--- src/rtl/pla_seq_pkg.sv ---
// Shared definitions for the sequential PLA evaluator: FSM state encoding,
// default geometry and the cube-table entry layout.
// Optional feature macro: PLA_SEQ_AUTOSYM_PROJ_EN (adds the PROJ state).
package pla_seq_pkg;

    localparam int PLA_N_IN_DEF    = 7;
    localparam int PLA_N_OUT_DEF   = 2;
    localparam int PLA_N_CUBES_DEF = 8;

`ifdef PLA_SEQ_AUTOSYM_PROJ_EN
    typedef enum logic [1:0] {
        ST_IDLE = 2'd0,
        ST_PROJ = 2'd1,
        ST_SCAN = 2'd2,
        ST_DONE = 2'd3
    } state_t;
`else
    typedef enum logic [1:0] {
        ST_IDLE = 2'd0,
        ST_SCAN = 2'd2,
        ST_DONE = 2'd3
    } state_t;
`endif

    // Cube entry at the default geometry; an entry whose out field is all
    // zero contributes nothing and is treated as invalid.
    typedef struct packed {
        logic [PLA_N_IN_DEF-1:0]  care;
        logic [PLA_N_IN_DEF-1:0]  val;
        logic [PLA_N_OUT_DEF-1:0] out;
    } cube_entry_t;

endpackage

--- src/rtl/pla_cube_match.sv ---
// Combinational match of one cube against the evaluation vector: every
// cared-about bit of z must equal the corresponding bit of val.
module pla_cube_match
    import pla_seq_pkg::*;
#(
    parameter int N_IN = PLA_N_IN_DEF
) (
    input  logic [N_IN-1:0] z,
    input  logic [N_IN-1:0] care,
    input  logic [N_IN-1:0] val,
    output logic            match
);

    assign match = &((z ~^ val) | ~care);

endmodule

--- src/rtl/pla_seq_eval.sv ---
// Sequential PLA evaluator: scans the cube table one entry per cycle using a
// single shared matcher and OR-accumulates the selected cube outputs.
// Optional feature macro: PLA_SEQ_AUTOSYM_PROJ_EN adds a GF(2) input
// projection matrix, its write port and a one-cycle PROJ state.
module pla_seq_eval
    import pla_seq_pkg::*;
#(
    parameter int N_IN    = PLA_N_IN_DEF,
    parameter int N_OUT   = PLA_N_OUT_DEF,
    parameter int N_CUBES = PLA_N_CUBES_DEF,
    localparam int AW     = (N_CUBES > 1) ? $clog2(N_CUBES) : 1
) (
    input  logic             clk,
    input  logic             rst_n,
`ifdef PLA_SEQ_AUTOSYM_PROJ_EN
    input  logic             proj_we,
    input  logic [((N_IN > 1) ? $clog2(N_IN) : 1)-1:0] proj_row,
    input  logic [N_IN-1:0]  proj_data,
`endif
    input  logic             cfg_we,
    input  logic [AW-1:0]    cfg_addr,
    input  logic [N_IN-1:0]  cfg_care,
    input  logic [N_IN-1:0]  cfg_val,
    input  logic [N_OUT-1:0] cfg_out,
    output logic             cfg_err,
    input  logic             in_valid,
    output logic             in_ready,
    input  logic [N_IN-1:0]  in_x,
    output logic             out_valid,
    input  logic             out_ready,
    output logic [N_OUT-1:0] out_y,
    output logic             busy
);

    typedef struct packed {
        logic [N_IN-1:0]  care;
        logic [N_IN-1:0]  val;
        logic [N_OUT-1:0] out;
    } cube_t;

    state_t           state_r;
    cube_t            cube_tab_r [N_CUBES];
    logic [AW-1:0]    idx_r;
    logic [N_IN-1:0]  z_r;
    logic [N_OUT-1:0] acc_r;
    logic             in_ready_r;
    logic             out_valid_r;
    logic [N_OUT-1:0] out_y_r;
    logic             busy_r;
    logic             cfg_err_r;
    logic             cfg_ok_s;
    logic             cfg_bad_s;
    logic             proj_bad_s;
    logic             match_s;
    cube_t            cur_s;

`ifdef PLA_SEQ_AUTOSYM_PROJ_EN
    localparam int RW = (N_IN > 1) ? $clog2(N_IN) : 1;

    logic [N_IN-1:0] x_r;
    logic [N_IN-1:0] proj_r [N_IN];
    logic            proj_ok_s;

    // GF(2) inner product of one matrix row with the captured input.
    function automatic logic gf2_dot(input logic [N_IN-1:0] a, input logic [N_IN-1:0] b);
        return ^(a & b);
    endfunction
`endif

    assign cur_s = cube_tab_r[idx_r];

    pla_cube_match #(.N_IN(N_IN)) u_match (
        .z     (z_r),
        .care  (cur_s.care),
        .val   (cur_s.val),
        .match (match_s)
    );

    // Accept or reject a cube-table write: only from IDLE and only in range.
    always_comb begin
        cfg_ok_s  = 1'b0;
        cfg_bad_s = 1'b0;
        if (cfg_we) begin
            if ((state_r == ST_IDLE) && ({1'b0, cfg_addr} < (AW+1)'(N_CUBES))) begin
                cfg_ok_s = 1'b1;
            end else begin
                cfg_bad_s = 1'b1;
            end
        end else begin
            cfg_ok_s  = 1'b0;
            cfg_bad_s = 1'b0;
        end
    end

`ifdef PLA_SEQ_AUTOSYM_PROJ_EN
    // Accept or reject a projection-row write under the same rules.
    always_comb begin
        proj_ok_s  = 1'b0;
        proj_bad_s = 1'b0;
        if (proj_we) begin
            if ((state_r == ST_IDLE) && ({1'b0, proj_row} < (RW+1)'(N_IN))) begin
                proj_ok_s = 1'b1;
            end else begin
                proj_bad_s = 1'b1;
            end
        end else begin
            proj_ok_s  = 1'b0;
            proj_bad_s = 1'b0;
        end
    end

    // Projection matrix storage: identity after reset.
    always_ff @(posedge clk) begin
        if (!rst_n) begin
            for (int r = 0; r < N_IN; r++) begin
                for (int j = 0; j < N_IN; j++) begin
                    proj_r[r][j] <= (r == j) ? 1'b1 : 1'b0;
                end
            end
        end else if (proj_ok_s) begin
            proj_r[proj_row] <= proj_data;
        end
    end
`else
    assign proj_bad_s = 1'b0;
`endif

    // Cube-table storage: all entries invalid after reset.
    always_ff @(posedge clk) begin
        if (!rst_n) begin
            for (int c = 0; c < N_CUBES; c++) begin
                cube_tab_r[c].care <= {N_IN{1'b0}};
                cube_tab_r[c].val  <= {N_IN{1'b0}};
                cube_tab_r[c].out  <= {N_OUT{1'b0}};
            end
        end else if (cfg_ok_s) begin
            cube_tab_r[cfg_addr].care <= cfg_care;
            cube_tab_r[cfg_addr].val  <= cfg_val;
            cube_tab_r[cfg_addr].out  <= cfg_out;
        end
    end

    // One-cycle error pulse for any rejected configuration write.
    always_ff @(posedge clk) begin
        if (!rst_n) begin
            cfg_err_r <= 1'b0;
        end else begin
            cfg_err_r <= cfg_bad_s | proj_bad_s;
        end
    end

    // Evaluation FSM: capture, optional projection, fixed-length scan, result hold.
    always_ff @(posedge clk) begin
        if (!rst_n) begin
            state_r     <= ST_IDLE;
            in_ready_r  <= 1'b1;
            out_valid_r <= 1'b0;
            out_y_r     <= {N_OUT{1'b0}};
            busy_r      <= 1'b0;
            acc_r       <= {N_OUT{1'b0}};
            idx_r       <= {AW{1'b0}};
            z_r         <= {N_IN{1'b0}};
`ifdef PLA_SEQ_AUTOSYM_PROJ_EN
            x_r         <= {N_IN{1'b0}};
`endif
        end else begin
            case (state_r)
                ST_IDLE: begin
                    if (in_valid && in_ready_r) begin
                        acc_r      <= {N_OUT{1'b0}};
                        idx_r      <= {AW{1'b0}};
                        in_ready_r <= 1'b0;
                        busy_r     <= 1'b1;
`ifdef PLA_SEQ_AUTOSYM_PROJ_EN
                        x_r        <= in_x;
                        state_r    <= ST_PROJ;
`else
                        z_r        <= in_x;
                        state_r    <= ST_SCAN;
`endif
                    end else begin
                        in_ready_r <= 1'b1;
                        busy_r     <= 1'b0;
                    end
                end
`ifdef PLA_SEQ_AUTOSYM_PROJ_EN
                ST_PROJ: begin
                    for (int i = 0; i < N_IN; i++) begin
                        z_r[i] <= gf2_dot(proj_r[i], x_r);
                    end
                    state_r <= ST_SCAN;
                end
`endif
                ST_SCAN: begin
                    acc_r <= acc_r | (match_s ? cur_s.out : {N_OUT{1'b0}});
                    if (idx_r == AW'(N_CUBES - 1)) begin
                        state_r <= ST_DONE;
                    end else begin
                        idx_r <= idx_r + AW'(1'b1);
                    end
                end
                ST_DONE: begin
                    if (!out_valid_r) begin
                        out_valid_r <= 1'b1;
                        out_y_r     <= acc_r;
                    end else if (out_ready) begin
                        out_valid_r <= 1'b0;
                        in_ready_r  <= 1'b1;
                        busy_r      <= 1'b0;
                        state_r     <= ST_IDLE;
                    end else begin
                        out_valid_r <= 1'b1;
                    end
                end
                default: begin
                    state_r     <= ST_IDLE;
                    in_ready_r  <= 1'b1;
                    out_valid_r <= 1'b0;
                    busy_r      <= 1'b0;
                end
            endcase
        end
    end

    assign in_ready  = in_ready_r;
    assign out_valid = out_valid_r;
    assign out_y     = out_y_r;
    assign busy      = busy_r;
    assign cfg_err   = cfg_err_r;

endmodule
--- config.mk ---
export PLATFORM = sky130hd
export DESIGN_NAME = pla_seq_eval
export DESIGN_NICKNAME = d
export VERILOG_FILES = /design/src/rtl/pla_seq_pkg.sv /design/src/rtl/pla_cube_match.sv /design/src/rtl/pla_seq_eval.sv
export SDC_FILE = /design/constraint.sdc
export NUM_CORES = 1
export LEC_CHECK = 0
export CORE_MARGIN = 2
export CORE_UTILIZATION = 30
export CTS_BUF_LIST = sky130_fd_sc_hd__clkbuf_16
export DETAILED_ROUTE_END_ITERATION = 8
export SYNTH_ARGS = -nofsm -noshare
export SYNTH_HDL_FRONTEND = slang
export SYNTH_SLANG_ARGS = --single-unit
--- constraint.sdc ---
create_clock -name clk -period 3.1 [get_ports clk]
set_input_delay 0.62 -clock clk [delete_from_list [all_inputs] [get_ports clk]]
set_output_delay 0.62 -clock clk [all_outputs]
set_load 0.05 [all_outputs]
==> out/metrics.cfg, run 1 <==
[outcome]
status=finished, final reports clean

[synth]
async_flop_share_pct=0
synth_edf_count=128
synth_cells=566
syn_area_um2=7040
yosys_warnings=0
synth.avg_cell_area_um2=12.4
ys_seq_area_share_pct=61.1
synth.distinct_cells=50
synth_flop_cell=edfxtp_1
syn_nets=599
ys_seq_elements=151

[worst_setup_path]
timing.rr.end=acc_r[0]
rrSetupSlack_ps=780
arrival_ps=2660
worst-endpoint-required_ps=3440
r2r_cells=7
start_kind=register
worst-path-max-fanout=82
critPathKind=register to register
cp-end-kind=register

[cts]
htree_levels=4
worstSkewPairLatency_ps=420
clk_pin_slew_ps=60
cts_tree=yes
cts_buffer_depth=2
post_cts_buffers=0
cts_buffers=17
cts_num_sinks=151
hold_buffers=0
cts-root-buf=clkbuf_16
post_cts_resized=0

[grt]
grt_pass1_vias=4668
grt_usage_pct=14.5
antenna_found_initial=0
grt_overflow=0
grt_max_degree=83
grt_pass1_wl_mm=26.4

[routing]
post_drt_wl_per_cell_um=18.2
vias=4630
ant_nets=0
dr.first_iter.drc_count=365
dr.pass1.iters=5
vias_per_cell=4.91
drc=0
finalWirelength_mm=17.2

[sta]
setup_viol=0
tns_ps=0
drv_slew=0
min_period_ps=2320
min_period_over_period_pct=74.9
timing.fmax_mhz=431
relSlewSlack_pct=63.3
worstMarginPinSlew_ps=550
finalHoldViolCount=0
grt_setup_unrepaired=false
skew_ps=10.5
fin_hold_ws_ps=478

[layout]
drive_above_1_share_pct=11.2
design_area_um2=8420
area_growth_pct=19.5
mostFrequentLayoutCells=and2_1, edfxtp_1, clkdlybuf4s50_1
nets=643
final_util_pct=36.2

[hold_path]
hold_class=register to register
holdPathStages=1
min-delay-start=busy
min_to=busy

[place]
placed_area_um2=7850
routabilityCongestion=0.793
numPortBuffers=36
dp_hpwl_mm=11.8

[die]
die_width_um=157
start_util_pct=30.3
io_pins=37
die_y_um=157
dieArea_um2=24700
rows=56
design.core.area_um2=23300

[power]
finalPower_w=0.00470
power_density_nw_per_um2=559
p_leak_nw=3.01
ir_drop_mv=0.326

[job]
drv_cap=0

worst max-delay path, cell delays in order, from the launching register on:
cell and delay (ps):
dfxtp_2 380, buf_12 300, nand4bb_1 200, nand4_1 110, a311o_1 290, nor3_1 420, o2111ai_1 320, a31oi_1 220
synth_stat cells, drive strengths merged (10+ instances only):
library cell / n / share of area [%]
buf: 12 / 1.0
o21ai: 14 / 0.99
clkbuf: 21 / 1.2
dfxtp: 23 / 6.5
nand3b: 10 / 1.1
edfxtp: 128 / 55
nand3: 16 / 1.1
nand2: 28 / 1.5
inv: 19 / 1.0
and2: 128 / 11
and3: 12 / 1.1
a21boi: 11 / 1.2
nor2: 22 / 1.4
cell type report:
| cell class | count | area (µm²) |
|---|---|---|
| Antenna cell | 1 | 2.50 |
| Clock buffer | 17 | 425 |
| Clock inverter | 15 | 138 |
| Fill cell | 2296 | 14800 |
| Inverter | 19 | 71.3 |
| Multi-Input combinational cell | 363 | 2510 |
| Sequential cell | 151 | 4310 |
| Tap cell | 319 | 399 |
| Timing Repair Buffer | 58 | 563 |
how the worst max path moves through the flow:
stage                        start           endpoint  slack [ps]  cells after the start
after global routing      register           acc_r[0]         630                      7
after CTS                 register           acc_r[0]         780                      7
after detailed placement    cfg_we  cube_tab_r[4][11]         360                      6
after floorplan              rst_n   cube_tab_r[2][0]          60                      5
after global placement      cfg_we   cube_tab_r[4][5]         390                      6
final                     register           acc_r[0]         780                      7
registers in the layout, indices dropped and copies added, names as in the netlist, named ones only:
name	flops
state_r	2
in_ready	1
cfg_err	1
z_r	7
out_y	2
acc_r	2
cube_tab_r	128
out_valid	1
idx_r	3
busy	1
per-layer routing:
layer | share of wire, % | wire, µm | global-route usage, % | vias to the layer above
met3 | 3.8 | 647 | 2.45 | 34
met2 | 49 | 8410 | 24.0 | 125
met5 | 0 | 0 | 0 | -
met4 | 2.7 | 459 | 6.67 | 0
li1 | - | - | - | 2175
met1 | 44 | 7630 | 18.6 | 2296
cell families after synthesis:
family                     Yosys count  share of synthesized area [%]
and+or+nand+nor                    261                           22.5
DFF                                151                           61.1
AOI/OAI and AO/OA                   83                           8.83
buffers and inverters               52                           3.20
muxes                               14                           3.62
xor gates and xnor gates             3                          0.373
adders and majority gates            2                          0.355
where the power goes:
part           internal, W  total, W  leakage, nW  switching [W]
Sequential         0.00229   0.00236         1.51      0.0000677
Combinational     0.000156  0.000371         1.22       0.000215
Clock              0.00117   0.00197        0.273       0.000804
per-stage QoR:
| step | setup WS, ps | std cells |
|---|---|---|
| detailed placement | 361 | 910 |
| global route | 627 | 942 |
| CTS | 778 | 942 |
| floorplan | 57.6 | 566 |
| finish | 778 | 943 |
| global placement | 391 | 910 |
(Power assumes the default switching activity.)
==> inputs of run 2 (changes only) <==
==> constraint.sdc (replaced) <==
create_clock -name clk -period 2.15 [get_ports clk]
set_input_delay 0.43 -clock clk [delete_from_list [all_inputs] [get_ports clk]]
set_output_delay 0.43 -clock clk [all_outputs]
set_load 0.05 [all_outputs]
==> run 2 against run 1 <==
Core utilization rose by 1.7 points. Critical endpoint is now in_ready. Sequential power rose by 43%. Cell count up 3.2%. Critical path type is now register to output pin.
==> out/metrics.cfg, run 2 (same netlist as run 1, synthesis figures left out) <==
[worst_setup_path]
arrival_ps=1620
crit_family=buffers and inverters
critPathKind=register to output pin
path_buf_inv=1
worst-path-max-fanout=4
crit_chain=clkdlybuf4s50_1
start_kind=register
worst-endpoint-required_ps=1720
cp_slowest_cell=clkdlybuf4s50_1
cp-end-kind=output pin
slowest_delay_ps=820

[hold_path]
hold_class=register to register

[layout]
largest_register=cube_tab_r
design_area_um2=8810
final_util_pct=37.9
area_growth_pct=25.1
drive_above_1_share_pct=16.1
antenna_cells=0
reg_top3=cube_tab_r: 128 flops, z_r: 7 flops, idx_r: 3 flops
nets=674
largest_reg_flops=128
mostFrequentLayoutCells=and2_1, edfxtp_1, buf_4

[cts]
cts-root-buf=clkbuf_16
clk_pin_slew_ps=60
cts_num_sinks=151
worstSkewPairLatency_ps=430
cts_tree=yes
cts_buffers=17
htree_levels=4
post_cts_buffers=0
cts_buffer_depth=2

[sta]
min_period_over_period_pct=95.6
tns_ps=0
drv_slew=0
skew_ps=7.20
setup_viol=0
relSlewSlack_pct=65.9
grt_setup_unrepaired=false
worstMarginPinSlew_ps=511
finalHoldViolCount=0
min_period_ps=2050
fin_ws_ps=95.3
timing.fmax_mhz=487

[die]
start_util_pct=30.3
die_y_um=157
die_width_um=157
design.core.area_um2=23300
rows=56
dieArea_um2=24700
io_pins=37

[routing]
post_drt_wl_per_cell_um=18.6
drc=0
finalWirelength_mm=18.1
ant_nets=0
dr.pass1.iters=5
dr.first_iter.drc_count=328
vias_per_cell=4.92
vias=4785

[place]
placed_area_um2=8170
pre_cts_ws_ps=-256
numPortBuffers=36
routabilityCongestion=0.827
dp_hpwl_mm=12.8

[power]
finalPower_w=0.00716
p_leak_nw=3.23
ir_drop_mv=0.526
power_density_nw_per_um2=813

[outcome]
status=finished, final reports clean

[grt]
grt_overflow=0
grt_pass1_vias=4874
grt_pass1_wl_mm=27.6
grt_usage_pct=15.3
antenna_found_initial=0
grt_max_degree=33

[job]
drv_cap=0

[run 2: metrics by stage]
stage / cells / hold slack (ps)
2_1_floorplan: 566 / 472
3_3_place_gp: 941 / 451
3_5_place_dp: 941 / 456
4_1_cts: 973 / 470
5_1_grt: 973 / 499
6_report: 973 / 468
[run 2: path summary, 6_finish.rpt]
kind	from	end	slack (ps)	cells past startpoint
max	in_ready	in_ready	100	1
min	busy	busy	470	1
max reg2reg	register	acc_r[0]	120	8
min reg2reg	busy	busy	470	1
[run 2: layout make-up]
| type | instances | area, µm² |
|---|---|---|
| fill | 2249 | 14500 |
| sequential | 151 | 4310 |
| multi-input combinational | 363 | 2530 |
| tap | 319 | 399 |
| clock inverter | 15 | 200 |
| inverter | 19 | 71.3 |
| timing repair buffer | 89 | 873 |
| clock buffer | 17 | 425 |
[run 2: what timing repair did]
action,4_1_cts,5_1_grt
resized for setup,0,3
setup endpoints to repair,0,3
hold buffers,0,0
[run 2: per-layer routing]
layer	GRT usage, %	part of all wire, %
met1	19.3	44
met5	0	0
met2	24.8	47
met3	3.91	5.6
met4	7.19	3.1
[run 2: power breakdown]
| group | switching [W] | total [W] | internal [W] |
|---|---|---|---|
| clock | 0.00121 | 0.00315 | 0.00194 |
| combinational | 0.000349 | 0.000623 | 0.000275 |
| sequential | 0.0000817 | 0.00338 | 0.00330 |
| total | 0.00164 | 0.00716 | 0.00552 |
==> RTL edit, RTL diff (config.mk and constraints of run 2) <==
Add a define of `PLA_SEQ_AUTOSYM_PROJ_EN`.
--- a/src/rtl/pla_seq_pkg.sv
+++ b/src/rtl/pla_seq_pkg.sv
@@ -2,4 +2,6 @@
 // default geometry and the cube-table entry layout.
 // Optional feature macro: PLA_SEQ_AUTOSYM_PROJ_EN (adds the PROJ state).
+`define PLA_SEQ_AUTOSYM_PROJ_EN
+
 package pla_seq_pkg;
 
Ports: changed (added proj_data, proj_row and proj_we); port bits go from 37 to 48. No check against the original RTL was run, so the function may have changed too.
==> RTL edit against run 2 <==
- power rose by 46%
- routed wire length rose by 33%
- sequential share of layout area rose by 0.23 points
- synthesized area rose by 40%
- largest power group unchanged
- worst setup slack got worse by 0.0030 ns
- design area rose by 37%
- sequential cell count rose by 56
- critical path depth did not move
==> RTL edit: results (changes against run 2) <==
{| class="wikitable"
! Metric !! Value
|-
| Synthesized net count || 866 (+45%)
|-
| Layout cells sized above 1 || 0.1270 (-0.03355)
|-
| Aggregate routed wire length || 24.13 mm (+33%)
|-
| Commonest cells in the netlist || 176 x edfxtp_1, 170 x and2_1, 84 x nand2_1
|-
| Netlist cell types || 57 (+14%)
|-
| CTS Buffer Depth || 3 (+1)
|-
| Met2 layer wire length in the routed design || 12.20 mm (+43%)
|-
| Top flop regs || cube_tab_r: 128 flops, proj_r: 49 flops
|-
| Number of inverters outside the clock class in the layout || 18 (-1)
|-
| Pin count of the biggest net entering global routing || 27 (-18%)
|-
| Core footprint || 32540 um2 (+40%)
|-
| Number of global-route vias before repair || 6342 (+30%)
|-
| Normalized max-slew margin || 0.4349 (-0.2239)
|-
| Fillers || 3208 (+43%)
|-
| Total inserted antenna cells || 1 (+1)
|-
| Clk tree area frac || 0.05739 (-0.01363)
|-
| Post-Route Skew || 0.007459 ns (+0.0002552 ns)
|-
| Global-route wire length before repair || 36.67 mm (+33%)
|-
| Share of the final layout cell area in sequential cells || 0.4911 (+0.002282)
|-
| Post-placement cell area || 11330 um2 (+39%)
|-
| Peak per-stage delay on the critical path || 0.80 ns (-0.02 ns)
|-
| All-Layer GR Usage || 0.1425 (-0.01095)
|-
| LEAKAGE || 4.364 nW (+35%)
|-
| Adder-Cell Fraction of Synth Area || 0.007590 (+0.004037)
|-
| Layout buffering overhead excluding clock cells || 0.08775 (-0.01140)
|-
| Met3 usage || 0.01604 (-0.02305)
|-
| Layout clock buffers || 24 (+7)
|-
| Multi-input gate share of the layout cell area || 0.3120 (+0.02438)
|-
| Proportion of synthesized area in mux cells || 0.04402 (+0.007782)
|-
| XOR/XNOR share of the synthesized area || 0.03985 (+0.03612)
|-
| Number of DRC violations after detailed-routing iteration 0 || 419 (+28%)
|-
| Maximum vdd drop || 452.9 uV (-14%)
|-
| Number of antenna violations at the first check in global routing || 2 (+2)
|-
| Port-buffer cells || 47 (+31%)
|-
| # hold bufs at CTS || 0 (unchanged)
|-
| Class of the most critical hold timing path || primary input to register
|-
| Number of storage elements in the synthesis netlist || 207 (+37%)
|-
| Total number of multi-input combinational cells || 554 (+53%)
|-
| Clock network latency to the later pin of the worst-skew pair || 0.49 ns (+0.06 ns)
|-
| Leading cell types by total area after synthesis || edfxtp_1 53%, and2_1 11%, dfxtp_1 6.3%, nand2_1 3.2%, xnor2_1 3.1%
|-
| Metal3 WL || 1.023 mm (+0.29%)
|-
| Result of the run || finished clean
|-
| Average vias per placed instance || 4.686 (-4.7%)
|-
| Routed length on met1 || 10.46 mm (+31%)
|-
| Global routing usage on met1 || 0.1844 (-0.008365)
|-
| Share of the synthesized area in compound gates (AO/OA/AOI/OAI) || 0.06338 (-0.02492)
|-
| TritonCTS Buffers || 22 (+5)
|-
| Final #Nets || 969 (+44%)
|-
| Plain + repair buffers || 118 (+33%)
|-
| CTS H-tree lvls || 1 (-3)
|-
| Sequential cell area fraction in the yosys report || 0.5971 (-0.01403)
|-
| Met2 track demand over resource || 0.2548 (+0.006700)
|}
[RTL edit: changes by cell type in the layout (fill, tap and decap cells not counted), moves of 6 or more]
cell,change
nand2b_1,+11
dfxtp_1,+8
xor2_1,+7
o21ai_0,+6
buf_4,+22
mux2i_1,+9
nor3_1,+7
edfxtp_1,+48
clkbuf_16,+7
and2_1,+42
xnor2_1,+35
nor2b_1,+13
clkdlybuf4s50_1,+7
nand2_1,+56
[RTL edit: report_power, final]
group / leakage (nW) / total (mW) / switching [mW] / internal [mW]
sequential: 2.05 / 4.93 / 0.276 / 4.65
combinational: 1.95 / 1.95 / 1.08 / 0.870
clock: 0.367 / 3.61 / 1.49 / 2.11
[RTL edit: timing repair]
| action | in CTS | in global routing |
|---|---|---|
| endpoints found under the setup margin | 6 | 20 |
| setup buffers | 0 | 0 |
| resized for setup | 5 | 3 |
[RTL edit: worst paths after layout]
path | startpoint | to | slack (ns) | depth (start not counted)
worst min register to register | proj_r[4][0] | proj_r[4][0] | 0.48 | 2
worst max register to register | register | acc_r[1] | 0.14 | 6
worst max-delay path | busy | busy | 0.09 | 1
worst min-delay path | rst_n | in_ready | 0.23 | 2
[RTL edit: metrics by stage]
step / cells / setup TNS (ns) / setup slack (ns) / hold WS, ns
after floorplan: 818 / -23.01 / -0.2925 / 0.4451
after global placement: 1339 / -2.283 / -0.07831 / 0.4601
after detailed placement: 1339 / -3.669 / -0.1425 / 0.4676
after CTS: 1379 / 0 / 0.05715 / 0.2104
after global routing: 1379 / 0 / 0.008766 / 0.2351
final: 1380 / 0 / 0.09226 / 0.2299
